## src/rtl/sccb_pkg.sv

```systemverilog
`default_nettype none
// ============================================================================
//  Module      : sccb_pkg
//  Description : Shared types and constants for the SCCB register loader.
//  Revision    : 1.0  initial release
// ============================================================================
package sccb_pkg;

    typedef enum logic [2:0] {
        ST_IDLE,
        ST_LOAD,
        ST_START,
        ST_SEND,
        ST_STOP,
        ST_GAP,
        ST_WAIT,
        ST_FIN
    } sccb_state_t;

    typedef struct packed {
        logic [7:0] addr;
        logic [7:0] data;
    } sccb_entry_t;

    localparam logic [15:0] c_sentinel   = 16'hFFFF;
    localparam logic [7:0]  c_delay_mark = 8'hFF;

    // 27-bit write frame; every 9th bit is a released ACK slot.
    function automatic logic [26:0] sccb_frame(input logic [7:0] dev, input sccb_entry_t e);
        return {dev, 1'b1, e.addr, 1'b1, e.data, 1'b1};
    endfunction

endpackage
`default_nettype wire

```

## src/rtl/ov7670_cfg_rom.sv

```systemverilog
`default_nettype none
// ============================================================================
//  Module      : ov7670_cfg_rom
//  Description : Combinational OV7670 init table, {addr,data} per index.
//  Revision    : 1.0  initial release
// ============================================================================
module ov7670_cfg_rom
    import sccb_pkg::*;
(
    input  logic [7:0]  idx,
    output logic [15:0] entry
);

    always_comb begin
        entry = c_sentinel;
        case (idx)
            8'd0:    entry = 16'h1280;  // COM7 soft reset
            8'd1:    entry = 16'hFF00;  // settle after reset
            8'd2:    entry = 16'h1204;  // COM7 RGB output
            8'd3:    entry = 16'h40D0;  // COM15 RGB565 full range
            8'd4:    entry = 16'h3A04;
            8'd5:    entry = 16'h8C00;
            8'd6:    entry = 16'h1713;
            8'd7:    entry = 16'h1801;
            default: entry = c_sentinel;
        endcase
    end

endmodule
`default_nettype wire

```

## src/rtl/sccb_config.sv

```systemverilog
`default_nettype none
// ============================================================================
//  Module      : sccb_config
//  Description : Walks the OV7670 init ROM and writes each entry over SCCB.
//                Optional ACK checking enabled by macro SCCB_ACK_CHECK_EN.
//  Revision    : 1.0  initial release
// ============================================================================
module sccb_config
    import sccb_pkg::*;
#(
    parameter int         CLK_HZ   = 50_000_000,
    parameter int         SCCB_HZ  = 100_000,
    parameter logic [7:0] DEV_ID   = 8'h42,
    parameter int         DELAY_MS = 10
) (
    input  logic       clk,
    input  logic       rst_n,
    input  logic       start,
    input  logic       siod_in,
    output logic       sioc,
    output logic       siod_oe,
    output logic       busy,
    output logic       done,
    output logic       nack_err,
    output logic [7:0] reg_idx
);

    localparam int          c_qtr        = CLK_HZ / (4 * SCCB_HZ);
    localparam logic [15:0] c_qtr_last   = 16'(c_qtr - 1);
    localparam int          c_delay      = (DELAY_MS * CLK_HZ) / 1000;
    localparam logic [31:0] c_delay_last = 32'(c_delay - 1);

    sccb_state_t r_state;
    logic        r_sioc, r_oe, r_busy, r_done, r_nack;
    logic [7:0]  r_idx;
    logic [15:0] r_div;
    logic [1:0]  r_q;
    logic [4:0]  r_bit;
    logic [26:0] r_shift;
    logic [31:0] r_wait;

    logic [15:0] w_rom;
    sccb_entry_t w_entry;
    logic        w_tick;

    ov7670_cfg_rom u_rom (
        .idx   (r_idx),
        .entry (w_rom)
    );

    assign w_entry = w_rom;
    assign w_tick  = (r_div == c_qtr_last);

`ifdef SCCB_ACK_CHECK_EN
    logic w_ack_slot;
    assign w_ack_slot = (r_bit == 5'd8) || (r_bit == 5'd17) || (r_bit == 5'd26);
`else
    logic w_unused_siod;
    assign w_unused_siod = siod_in;
`endif

    always_ff @(posedge clk or negedge rst_n) begin
        if (!rst_n) begin
            r_state <= ST_IDLE;
            r_sioc  <= 1'b1;
            r_oe    <= 1'b0;
            r_busy  <= 1'b0;
            r_done  <= 1'b0;
            r_nack  <= 1'b0;
            r_idx   <= '0;
            r_div   <= '0;
            r_q     <= '0;
            r_bit   <= '0;
            r_shift <= '0;
            r_wait  <= '0;
        end else begin
            // Quarter-bit divider restarts whenever a new frame is about to begin.
            if ((r_state inside {ST_IDLE, ST_LOAD, ST_FIN}) || w_tick)
                r_div <= '0;
            else
                r_div <= r_div + 16'd1;

            case (r_state)
                ST_IDLE, ST_FIN: begin
                    r_sioc <= 1'b1;
                    r_oe   <= 1'b0;
                    if (start) begin
                        r_state <= ST_LOAD;
                        r_idx   <= '0;
                        r_busy  <= 1'b1;
                        r_done  <= 1'b0;
                        r_nack  <= 1'b0;
                    end
                end
                ST_LOAD: begin
                    r_sioc <= 1'b1;
                    r_oe   <= 1'b0;
                    r_q    <= '0;
                    r_bit  <= '0;
                    r_wait <= '0;
                    if (w_entry == c_sentinel || r_idx == 8'hFF) begin
                        r_state <= ST_FIN;
                        r_busy  <= 1'b0;
                        r_done  <= 1'b1;
                    end else if (w_entry.addr == c_delay_mark) begin
                        r_state <= ST_WAIT;
                    end else begin
                        r_state <= ST_START;
                        r_shift <= sccb_frame(DEV_ID, w_entry);
                    end
                end
                ST_START: if (w_tick) begin
                    r_q <= r_q + 2'd1;
                    case (r_q)
                        2'd0: r_oe   <= 1'b1;
                        2'd1: r_sioc <= 1'b0;
                        default: begin
                            r_state <= ST_SEND;
                            r_q     <= '0;
                            r_oe    <= ~r_shift[26];
                        end
                    endcase
                end
                ST_SEND: if (w_tick) begin
                    r_q <= r_q + 2'd1;
                    case (r_q)
                        2'd0: r_sioc <= 1'b1;
                        2'd1: begin
`ifdef SCCB_ACK_CHECK_EN
                            if (w_ack_slot && siod_in)
                                r_nack <= 1'b1;
`endif
                        end
                        2'd2: r_sioc <= 1'b0;
                        default: begin
                            if (r_bit == 5'd26 || r_nack) begin
                                r_state <= ST_STOP;
                                r_oe    <= 1'b1;
                            end else begin
                                r_bit   <= r_bit + 5'd1;
                                r_shift <= r_shift << 1;
                                r_oe    <= ~r_shift[25];
                            end
                        end
                    endcase
                end
                ST_STOP: if (w_tick) begin
                    r_q <= r_q + 2'd1;
                    case (r_q)
                        2'd0: r_sioc <= 1'b1;
                        2'd1: r_oe   <= 1'b0;
                        default: begin
                            r_q <= '0;
                            if (r_nack) begin
                                r_state <= ST_FIN;
                                r_busy  <= 1'b0;
                                r_done  <= 1'b1;
                            end else begin
                                r_state <= ST_GAP;
                            end
                        end
                    endcase
                end
                ST_GAP: if (w_tick) begin
                    r_q <= r_q + 2'd1;
                    if (r_q == 2'd3) begin
                        r_state <= ST_LOAD;
                        r_idx   <= r_idx + 8'd1;
                    end
                end
                ST_WAIT: begin
                    r_wait <= r_wait + 32'd1;
                    if (r_wait == c_delay_last) begin
                        r_state <= ST_LOAD;
                        r_idx   <= r_idx + 8'd1;
                    end
                end
                default: r_state <= ST_IDLE;
            endcase
        end
    end

    assign sioc     = r_sioc;
    assign siod_oe  = r_oe;
    assign busy     = r_busy;
    assign done     = r_done;
    assign nack_err = r_nack;
    assign reg_idx  = r_idx;

endmodule
`default_nettype wire

```

## config.mk

```make
export PLATFORM = sky130hd
export DESIGN_NAME = sccb_config
export DESIGN_NICKNAME = d
export VERILOG_FILES = /design/src/rtl/sccb_pkg.sv /design/src/rtl/ov7670_cfg_rom.sv /design/src/rtl/sccb_config.sv
export SDC_FILE = /design/constraint.sdc
export NUM_CORES = 1
export LEC_CHECK = 0
export CORE_AREA = 2 2 142 144
export CTS_CLUSTER_DIAMETER = 60
export DETAILED_ROUTE_END_ITERATION = 8
export DIE_AREA = 0 0 144 146
export PLACE_DENSITY = 0.44
export SYNTH_ARGS = -nofsm -noshare
export SYNTH_HDL_FRONTEND = slang
export SYNTH_SLANG_ARGS = --single-unit
```

## constraint.sdc

```tcl
create_clock -name clk -period 2.71 [get_ports clk]
set_clock_uncertainty 0.2 [all_clocks]
set_input_delay 0.542 -clock clk [delete_from_list [all_inputs] [get_ports clk]]
set_output_delay 0.542 -clock clk [all_outputs]
set_load 0.05 [all_outputs]
```

==> run metrics, run 1 <==
Yosys reg bits between 90 and 100; Area Overhead vs Synth 20.2%; 1st-iter DRT viols 342; crit path buf inv count 0; Post-synth top cells 96 x dfrtp_1, 92 x nand2_1, 67 x o21ai_0; Slowest Stage Delay on Critical Path 0.51 ns; most numerous cell in the Yosys netlist dfrtp_1; Synth warnings 0; FF-to-FF End reg_idx[4]; routed len/inst approximately 15 microns; WL final 13,600 microns; critical path class flop to flop; unrepaired setup endpoints after global routing yes; FILL cells ~2,000; num rows a little over 50; Post-synth EDFFs 0; fmax between 300 and 400 MHz; Nets 674; largest net degree at the start of global routing between 40 and 50; Hold Path Sink r_shift[2]; routing usage on met3 2.80%; peak supply drop roughly 0.28 mV; Post-DRT Antenna Nets 0; Tightest Pin Transition about 0.53 ns; setup slack after placement -0.0559 ns; worst hold path depth 2; Worst Setup End Kind flop; met2 Use GR approximately 22%; first-pass GRT wire length 23,200 microns; critical path's slowest cell or4_1; antenna cells 0; Yosys top cell by area dfrtp_1; Final Cycle Share between 90% and 100%; Vias ~4,500; post-layout total power 2.76 mW; mean area per synthesized cell just under 9 sq um; overall die area about 21,000 sq um; HP Class flop to flop; element type at the critical path start flop; routed vias/inst between 4 and 5; Critical Path RT ~2.8 ns; Gate power share under 10%; Max clock buf depth 2; vias in the first global route between 4,000 and 5,000; flop-to-flop setup slack roughly 0.033 ns; Slew Viols, Final 0; P_sw ~0.67 mW; Die Wd approximately 140 microns; Fin Hold WS 0.279 ns; WP data arrival around 2.8 ns; post-synthesis sequential area ratio about 45%; Final TNS setup 0 ns; Initial Utilization 27.7%; final setup margin around 0.033 ns; Rel. slew slack between 60% and 70%; Worst-path clk slew 0.08 ns; Lkg Pwr roughly 2.8 nW; Placement Cell Area between 6000 and 7000 sq um; Clock power frac between 40% and 50%; critical path's most frequent cell or4_1; Top FF cell, synth dfrtp_1; status completed; gpl congestion about 0.79; busiest grt layer met2; maxcap violations 0; Synth cell types 60; Max FO, Critical Path 7; min Tclk post-route between 2 and 3 ns; final setup fails 0; delay-heaviest family, CP simple AND/OR/NAND/NOR gates; post-DP HPWL about 9400 microns; GRT Residual Overflow 0; Clock Latency Late Sink 0.36 ns; Cell Area, Synth 5350 sq um; Chip Height ~150 microns; worst-path cell chain or4_1 -> or4_4 -> o41ai_4 -> a21oi_4 -> or4_1 -> a21oi_1; initial antenna violation count 0; Root Buffer clkbuf_16; sequential cell fraction of total power ~52%; boundary pin count 17; RR Startpoint r_wait[24]; Syn Nets 627; total track usage 13.7%; core area roughly 19,000 sq um; CTS tree built; most area-consuming cells after synthesis dfrtp_1 45%, nand2_1 6.5%, o21ai_0 6.3%; min-delay src r_shift[2]; routing usage on met1 a little under a fifth; internal power around 2.1 mW; Gate Count Post-Synth 605; number of buffers created by CTS 9; ratio of cells with drive above 1 in the final layout around 12%; Fin. Hold Viols 0; Power Density around 430 nW/um^2; Finished Cell Area around 6400 sq um; CTS H-tree depth 3; Residual DRC 0; R2R cell count 6; switching part of the total power approximately a quarter; Num Clock Sinks between 90 and 100; Synth async-reset ratio 100%; Detailed Routing Iterations Pass 1 5; IO Port Bufs 14; Synth top area share 44.9%
power by group through the flow:
stage          registers (mW)  logic, mW  clock network (mW)
5_1_grt                  1.45     0.0516                1.38
4_1_cts                  1.45     0.0468                1.33
3_5_place_dp             1.47     0.0456                   0
6_report                 1.45     0.0431                1.27
2_1_floorplan            1.48    0.00444                   0
3_3_place_gp             1.47     0.0441                   0
worst reg2reg max path, cell delays in order (launching register included):
cell and delay (ns):
dfrtp_1 0.37, or4_1 0.51, or4_4 0.47, o41ai_4 0.28
a21oi_4 0.13, or4_1 0.51, a21oi_1 0.15
worst max-delay path by stage:
stage | startpoint | endpoint | slack (ns) | cells past startpoint
floorplan | r_wait[24] | reg_idx[6] | 0.02 | 7
global placement | r_wait[24] | reg_idx[6] | -0.05 | 6
detailed placement | r_wait[24] | reg_idx[6] | -0.06 | 6
CTS | r_wait[24] | reg_idx[6] | 0.009 | 6
global route | r_wait[24] | reg_idx[4] | -0.06 | 6
finish | r_wait[24] | reg_idx[4] | 0.03 | 6
logic make-up (layout without fill, tap and decap cells):
family | Yosys count | after routing | synth area share (%)
compound gates | 147 | 147 | 16.9
xor+xnor | 17 | 17 | 2.78
fa+ha+maj | 18 | 18 | 4.21
buf+inv | 48 | 100 | 3.72
flops | 97 | 97 | 45.4
mux | 15 | 15 | 2.88
other cells | 1 | 1 | 0.0701
simple gates | 262 | 262 | 24.0
registers in the layout, summed over array words and instances, names as in the netlist:
name     cells
r_q          2
r_wait      32
r_shift     27
r_bit        5
done         1
sioc         1
busy         1
reg_idx      8
r_div       16
r_state      3
siod_oe      1
through the flow:
stage | util [%] | cells
6_report | 33.2 | 922
2_1_floorplan | - | 605
3_3_place_gp | 31.3 | 900
3_5_place_dp | 31.3 | 900
4_1_cts | 32.9 | 919
5_1_grt | 33.2 | 922
layout make-up:
type,instances,area (sq um),share of cell area (%)
Clock buffer,9,225,3.50
Clock inverter,7,60.1,0.934
Inverter,20,75.1,1.17
Multi-Input combinational cell,460,2770,43.1
Sequential cell,97,2430,37.8
Tap cell,265,332,5.16
Timing Repair Buffer,64,541,8.41
cells in the final DEF (no fill, tap or decap), types with 10 or more instances in the layout:
cell	synthesis	routed
a21oi_1	21	19
and3_1	14	14
buf_4	2	48
clkdlybuf4s50_1	0	13
dfrtp_1	96	96
ha_1	18	18
inv_1	17	17
mux2i_1	12	12
nand2_1	92	92
nand3_1	39	39
nand4_1	10	10
nor2_1	49	49
o211ai_1	11	11
o21ai_0	67	67
o31ai_1	15	13
xor2_1	13	13
per-layer routing:
layer  share of wire, %  routed length [microns]  vias to the layer above
li1                   -                        -                     2270
met1                 48                     6570                     2201
met2                 47                     6390                       57
met3                3.0                      407                       16
met4                1.6                      224                        0
met5                  0                        0                        -
repair_timing:
item | CTS | global route
hold buffers | 1 | 0
pin swaps | 1 | 1
setup buffers | 2 | 3
setup endpoints to repair | 4 | 14
resized for setup | 1 | 7
hold endpoints to repair | 34 | 0
gates cloned | 0 | 0
(Power assumes the default switching activity.)
==> run 2: changes to the inputs <==
--- a/config.mk
+++ b/config.mk
@@ -9,7 +9,7 @@
 export CTS_CLUSTER_DIAMETER = 60
 export DETAILED_ROUTE_END_ITERATION = 8
 export DIE_AREA = 0 0 144 146
-export PLACE_DENSITY = 0.44
+export PLACE_DENSITY = 0.43
 export SYNTH_ARGS = -nofsm -noshare
 export SYNTH_HDL_FRONTEND = slang
 export SYNTH_SLANG_ARGS = --single-unit
==> constraint.sdc (replaced) <==
create_clock -name clk -period 3.3 [get_ports clk]
set_clock_uncertainty 0.2 [all_clocks]
set_input_delay 0.66 -clock clk [delete_from_list [all_inputs] [get_ports clk]]
set_output_delay 0.66 -clock clk [all_outputs]
set_load 0.05 [all_outputs]
==> run 2 against run 1 <==
Maximum frequency down 7.8%. Cell count decreased by 3.8%. Sequential power fell by 18%. Combinational power fell by 23%. Highest routed layer unchanged. Register-to-register slack better by 0.37 ns. Utilization is 1.6 points lower. Clock power is 16% lower. Final area down 4.7%. Via count shrank 3.6%. Critical path depth unchanged.
==> run metrics, run 2 (same netlist as run 1, synthesis figures left out) <==
HP Class input port to async pin; Max FO, Critical Path 11 (+4); number of buffers created by CTS 9 (unchanged); Post-DRT Antenna Nets 0 (unchanged); critical path's slowest cell or4_1; core area 19,300 sq um (unchanged); CTS tree built; Finished Cell Area 6130 sq um (-4.7%); routed len/inst 14.8 microns (+0.30%); maxcap violations 0 (unchanged); Worst-path clk slew 0.07 ns (about the same); fmax 345 MHz (-7.8%); Max clock buf depth 2 (unchanged); routed vias/inst 4.94 (+0.24%); FILL cells 2,072 (+3.4%); max reg flops 32 (unchanged); initial antenna violation count 0 (unchanged); post-CTS sizing 0 (-1); delay-heaviest family, CP simple AND/OR/NAND/NOR gates; commonest non-fill, non-tap cell in the layout dfrtp_1; IO Port Bufs 14 (unchanged); Detailed Routing Iterations Pass 1 4 (-1); WP data arrival 2.97 ns (+0.21 ns); RR Startpoint r_wait[23]; WL final 13,100 microns (-3.5%); Fin. Hold Viols 0 (unchanged); Final Cycle Share 87.9% (-11 points); Critical Path RT 3.37 ns (+0.57 ns); crit path buf inv count 0 (unchanged); ratio of cells with drive above 1 in the final layout 6.59% (-5.9 points); Nets 639 (-5.2%); unrepaired setup endpoints after global routing no; num rows 51 (unchanged); Core Util, Final 31.7% (-1.6 points); total track usage 13.4% (-0.25 points); first-pass GRT wire length 22,600 microns (-2.4%); status completed; Lkg Pwr 2.64 nW (-7.1%); Residual DRC 0 (unchanged); most frequent cells in the layout 96 x dfrtp_1, 92 x nand2_1, 67 x o21ai_0; Top Registers r_wait (32), r_shift (27), r_div (16); 1st-iter DRT viols 230 (-33%); Area Overhead vs Synth 14.6%; Power Density 374 nW/um^2 (-13%); Clock Latency Late Sink 0.35 ns (about the same); Worst Setup End Kind flop; Slew Viols, Final 0 (unchanged); GRT Residual Overflow 0 (unchanged); critical path class flop to flop; vias in the first global route 4,317 (-5.2%); peak supply drop 0.231 mV (-17%); placed cell count 871 (-3.2%); Num Clock Sinks 97 (unchanged); boundary pin count 17 (unchanged); Rel. slew slack 50.1% (-14 points); element type at the critical path start flop; overall die area 21,000 sq um (unchanged); Chip Height 146 microns (unchanged); largest net degree at the start of global routing 43 (-6.5%); Tightest Pin Transition 0.748 ns (+0.214 ns); Initial Utilization 27.7% (unchanged); Die Wd 144 microns (unchanged); Crit. Startpoint r_wait[23]; hold_buf cts 0 (-1); Final TNS setup 0 ns (unchanged); post-DP HPWL 9120 microns (-3.2%); Cell Count, Final, Fillers Out 887 (-3.8%); Post-CTS Repair Setup Buffers 0 (-2); Vias 4,382 (-3.6%); final setup fails 0 (unchanged); gpl congestion 0.782 (-1.2%); worst-path cell chain or4_1 -> or4_4 -> o41ai_2 -> a21oi_1 -> or4_1 -> a21oi_1; Root Buffer clkbuf_16; most flop-heavy register r_wait; min Tclk post-route 2.90 ns (+0.225 ns); antenna cells 0 (unchanged); Slowest Stage Delay on Critical Path 0.57 ns (+0.06 ns); Placement Cell Area 5830 sq um (-3.6%); CTS H-tree depth 3 (unchanged)
==> run 2: changes by cell type in the layout (fill, tap and decap cells not counted), sizes merged <==
cell         previous run  this run
buf                    50        16
inv                    20        18
bufinv                  0         1
dlygate4sd3             1         0
clkbuf                  9        10
==> run 2: final timing paths <==
path	end	slack (ns)	cells after the start
setup / recovery	reg_idx[4]	0.40	6
hold / removal	r_wait[18]	0.07	1
setup reg to reg	reg_idx[4]	0.40	6
hold reg to reg	r_shift[11]	0.28	2
max in group asynchronous	r_div[15]	2.14	2
min in group clk	r_shift[11]	0.28	2
==> run 2: cell type report <==
cell class	instances	area, sq um	area share (%)
multi-input combinational	460	2720	44.4
sequential	97	2430	39.6
tap	265	332	5.41
timing repair buffer	29	275	4.49
clock buffer	10	229	3.74
inverter	20	75.1	1.23
clock inverter	6	66.3	1.08
==> run 2: stage by stage <==
step	setup WS, ns	total power, mW	hold WS, ns
final	0.398	2.29	0.0656
after CTS	0.382	2.34	0.0718
after detailed placement	0.406	1.25	0.266
after floorplan	0.615	1.22	0.164
after global routing	0.193	2.40	0.0971
after global placement	0.456	1.25	0.258
==> run 2: layer usage <==
| layer | vias up | part of all wire (%) | global-route usage (%) |
|---|---|---|---|
| met5 | - | 0 | 0 |
| met2 | 49 | 46 | 20.9 |
| met1 | 2116 | 49 | 18.5 |
| met3 | 14 | 3.1 | 3.03 |
| met4 | 0 | 1.4 | 4.07 |
| li1 | 2203 | - | - |
==> run 2: power by group <==
part / internal [mW] / switching (mW) / total, mW
clock network: 0.590 / 0.478 / 1.07
logic: 0.00528 / 0.0280 / 0.0333
registers: 1.19 / 0 / 1.19
total: 1.78 / 0.506 / 2.29
==> run 3: changes to the inputs <==
--- a/config.mk
+++ b/config.mk
@@ -5,11 +5,12 @@
 export SDC_FILE = /design/constraint.sdc
 export NUM_CORES = 1
 export LEC_CHECK = 0
-export CORE_AREA = 2 2 142 144
+export CORE_AREA = 2 2 146 148
 export CTS_CLUSTER_DIAMETER = 60
 export DETAILED_ROUTE_END_ITERATION = 8
-export DIE_AREA = 0 0 144 146
+export DIE_AREA = 0 0 148 150
 export PLACE_DENSITY = 0.43
 export SYNTH_ARGS = -nofsm -noshare
 export SYNTH_HDL_FRONTEND = slang
+export SYNTH_HIERARCHICAL = 1
 export SYNTH_SLANG_ARGS = --single-unit
==> run 3 against run 2 <==
Worst hold slack better by 0.070 ns. Clock power about the same. Largest cell class unchanged. Register-to-register slack got worse by 0.13 ns. Critical path depth increased by 2. Non-clock buffer count is 1 higher.
==> run metrics, run 3 <==
status completed; Lkg Pwr 2.95 nW (+12%); Synth async-reset ratio 100% (unchanged); worst-path cell chain inv_1 -> ha_1 -> or4b_1 -> nor4_2 -> buf_4 -> a31o_4 -> nand3_4 -> mux2_4; Clock Latency Late Sink 0.35 ns (about the same); critical path's slowest cell or4b_1; FILL cells 2,184 (+5.4%); initial antenna violation count 0 (unchanged); fmax 330 MHz (-4.2%); number of buffers created by CTS 9 (unchanged); Yosys reg bits 97 (unchanged); Post-DRT Antenna Nets 0 (unchanged); max reg flops 32 (unchanged); WL final 13,100 microns (+0.14%); post-layout total power 2.30 mW (+0.64%); boundary pin count 17 (unchanged); most area-consuming cells after synthesis dfrtp_1 42%, nand2_1 7.8%, mux2i_1 5.3%; peak supply drop 0.225 mV (-2.7%); Synth top area share 42.3% (-2.7 points); Max clock buf depth 2 (unchanged); CTS tree built; Gate Count Post-Synth 621 (+2.6%); min Tclk post-route 3.03 ns (+0.127 ns); most flop-heavy register r_wait; Placement Cell Area 6170 sq um (+5.7%); ratio of cells with drive above 1 in the final layout 10.6% (+4.0 points); Die Wd 148 microns (+2.8%); met3 wire len 311 microns (-23%); met2 wire len 6090 microns (about the same); most numerous cell in the Yosys netlist nand2_1; R2R cell count 8 (+2); Post-synth EDFFs 0 (unchanged); Power Density 356 nW/um^2 (-4.6%); vias in the first global route 4,467 (+3.5%); final setup fails 0 (unchanged); Top Registers r_wait (32), r_shift (27), r_div (16); FF-to-FF End r_shift[12]; CTS H-tree depth 3 (unchanged); Core Util, Final 31.2% (-0.45 points); mean area per synthesized cell 9.15 sq um (+3.6%); Detailed Routing Iterations Pass 1 5 (+1); Nets 655 (+2.5%); Post-CTS Repair Setup Buffers 0 (unchanged); Residual DRC 0 (unchanged); Syn Nets 641 (+2.2%); setup slack after placement 0.257 ns (-0.149 ns); HP Class input port to async pin; element type at the critical path start flop; Slowest Stage Delay on Critical Path 0.51 ns (-0.06 ns); Top FF cell, synth dfrtp_1; Synth cell types 67 (+12%); Cell Area, Synth 5680 sq um (+6.3%); critical path class flop to flop; Finished Cell Area 6460 sq um (+5.5%); unrepaired setup endpoints after global routing no; hold_buf cts 0 (unchanged); 1st-iter DRT viols 192 (-17%); antenna cells 0 (unchanged); largest net degree at the start of global routing 52 (+21%); IO Port Bufs 14 (unchanged); Vias 4,503 (+2.8%); Area Overhead vs Synth 13.7%; Final TNS setup 0 ns (unchanged); flop-to-flop setup slack 0.27 ns (-0.13 ns); Max FO, Critical Path 27 (+16); num rows 53 (+3.9%); Num Clock Sinks 97 (unchanged); Fin. Hold Viols 0 (unchanged); Final Cycle Share 91.8% (+3.9 points); most frequent cells in the layout 118 x nand2_1, 96 x dfrtp_1, 43 x nor2_1; routed len/inst 14.4 microns (-2.9%); post-DP HPWL 9150 microns (+0.36%); post-synthesis sequential area ratio 42.7% (-2.7 points); routed vias/inst 4.92 (-0.38%); Rel. slew slack 48.9% (-1.2 points); first-pass GRT wire length 22,900 microns (+1.0%); total track usage 12.7% (-0.71 points); Yosys top cell by area dfrtp_1; post-CTS sizing 0 (unchanged); Initial Utilization 27.5% (-0.18 points); Metal-1 WL 6600 microns (+2.5%); Slew Viols, Final 0 (unchanged); Worst Setup End Kind flop; WP data arrival 3.06 ns (+0.09 ns); RR Startpoint r_div[0]; Worst-path clk slew 0.07 ns (about the same); Chip Height 150 microns (+2.7%); core area 20,700 sq um (+7.0%); Critical Path RT 3.34 ns (-0.03 ns); GRT Residual Overflow 0 (unchanged); final setup margin 0.271 ns (-0.127 ns); overall die area 22,200 sq um (+5.6%); Synth warnings 6 (+6); Tightest Pin Transition 0.764 ns (+0.0155 ns); Root Buffer clkbuf_16; top sig layer met4; maxcap violations 0 (unchanged); Post-synth top cells 118 x nand2_1, 96 x dfrtp_1, 43 x nor2_1; gpl congestion 0.853 (+9.1%); commonest non-fill, non-tap cell in the layout nand2_1
run 3: cell types whose count changed after synthesis, moves of 5 or more:
cell	previous run	this run
o31ai_1	15	9
mux2_4	0	12
mux2i_1	12	30
mux2_2	3	13
nand4_1	10	21
nand2b_1	1	9
and3_1	14	9
a21oi_1	21	13
nand2_1	92	118
inv_1	17	28
xor2_1	13	6
or4_1	8	1
nor2_1	49	43
o21ai_0	67	27
run 3: kinds of logic (layout without fill, tap and decap cells):
logic type / after synthesis / in the layout / synth area share, %
other cells: 1 / 1 / 0.0660
flops: 97 / 97 / 42.7
fa+ha+maj: 17 / 17 / 3.70
xor+xnor: 12 / 12 / 1.85
buf+inv: 56 / 75 / 4.32
mux: 55 / 55 / 11.0
simple gates: 287 / 287 / 25.0
compound gates: 96 / 96 / 11.3
run 3: metrics by stage:
step	hold slack [ns]	std cells
after floorplan	0.164	621
after global placement	0.259	899
after detailed placement	0.275	899
after CTS	0.159	915
after global routing	0.180	915
final	0.135	915
run 3: layer usage:
metal / vias to the layer above / track usage (%)
met2: 51 / 20.8
met3: 10 / 2.47
met5: - / 0
met1: 2198 / 17.1
li1: 2244 / -
met4: 0 / 3.76
run 3: worst max path at each step:
stage	start	to	slack [ns]	depth (start not counted)
after detailed placement	r_div[0]	r_shift[13]	0.26	8
after floorplan	reg_idx[0]	r_shift[10]	0.35	10
after global placement	r_div[0]	r_shift[8]	0.30	8
after CTS	r_div[0]	r_shift[12]	0.25	8
final	r_div[0]	r_shift[12]	0.27	8
after global routing	r_div[0]	r_shift[12]	0.10	8
run 3: layout make-up:
cell class	count	area [sq um]	area share, %
Multi-Input combinational cell	468	3010	46.6
Sequential cell	97	2430	37.6
Tap cell	275	344	5.32
Timing Repair Buffer	30	270	4.18
Clock buffer	12	246	3.81
Inverter	29	109	1.68
Clock inverter	4	51.3	0.794
run 3: power breakdown:
| part | total (mW) | internal [mW] | switching (mW) |
|---|---|---|---|
| combinational | 0.0320 | 0.00460 | 0.0274 |
| clock | 1.08 | 0.611 | 0.471 |
| sequential | 1.19 | 1.19 | 0 |
| total | 2.30 | 1.80 | 0.499 |
run 3: critical path, delay by kind of cell, from the launching register on:
kind,cells,cell delay [ns]
AND/OR/NAND/NOR,3,1.17
multiplexers,1,0.45
flip-flops,1,0.43
buffers and inverters,2,0.30
AO/OA/AOI/OAI,1,0.20
adder cells (fa/ha/maj),1,0.14
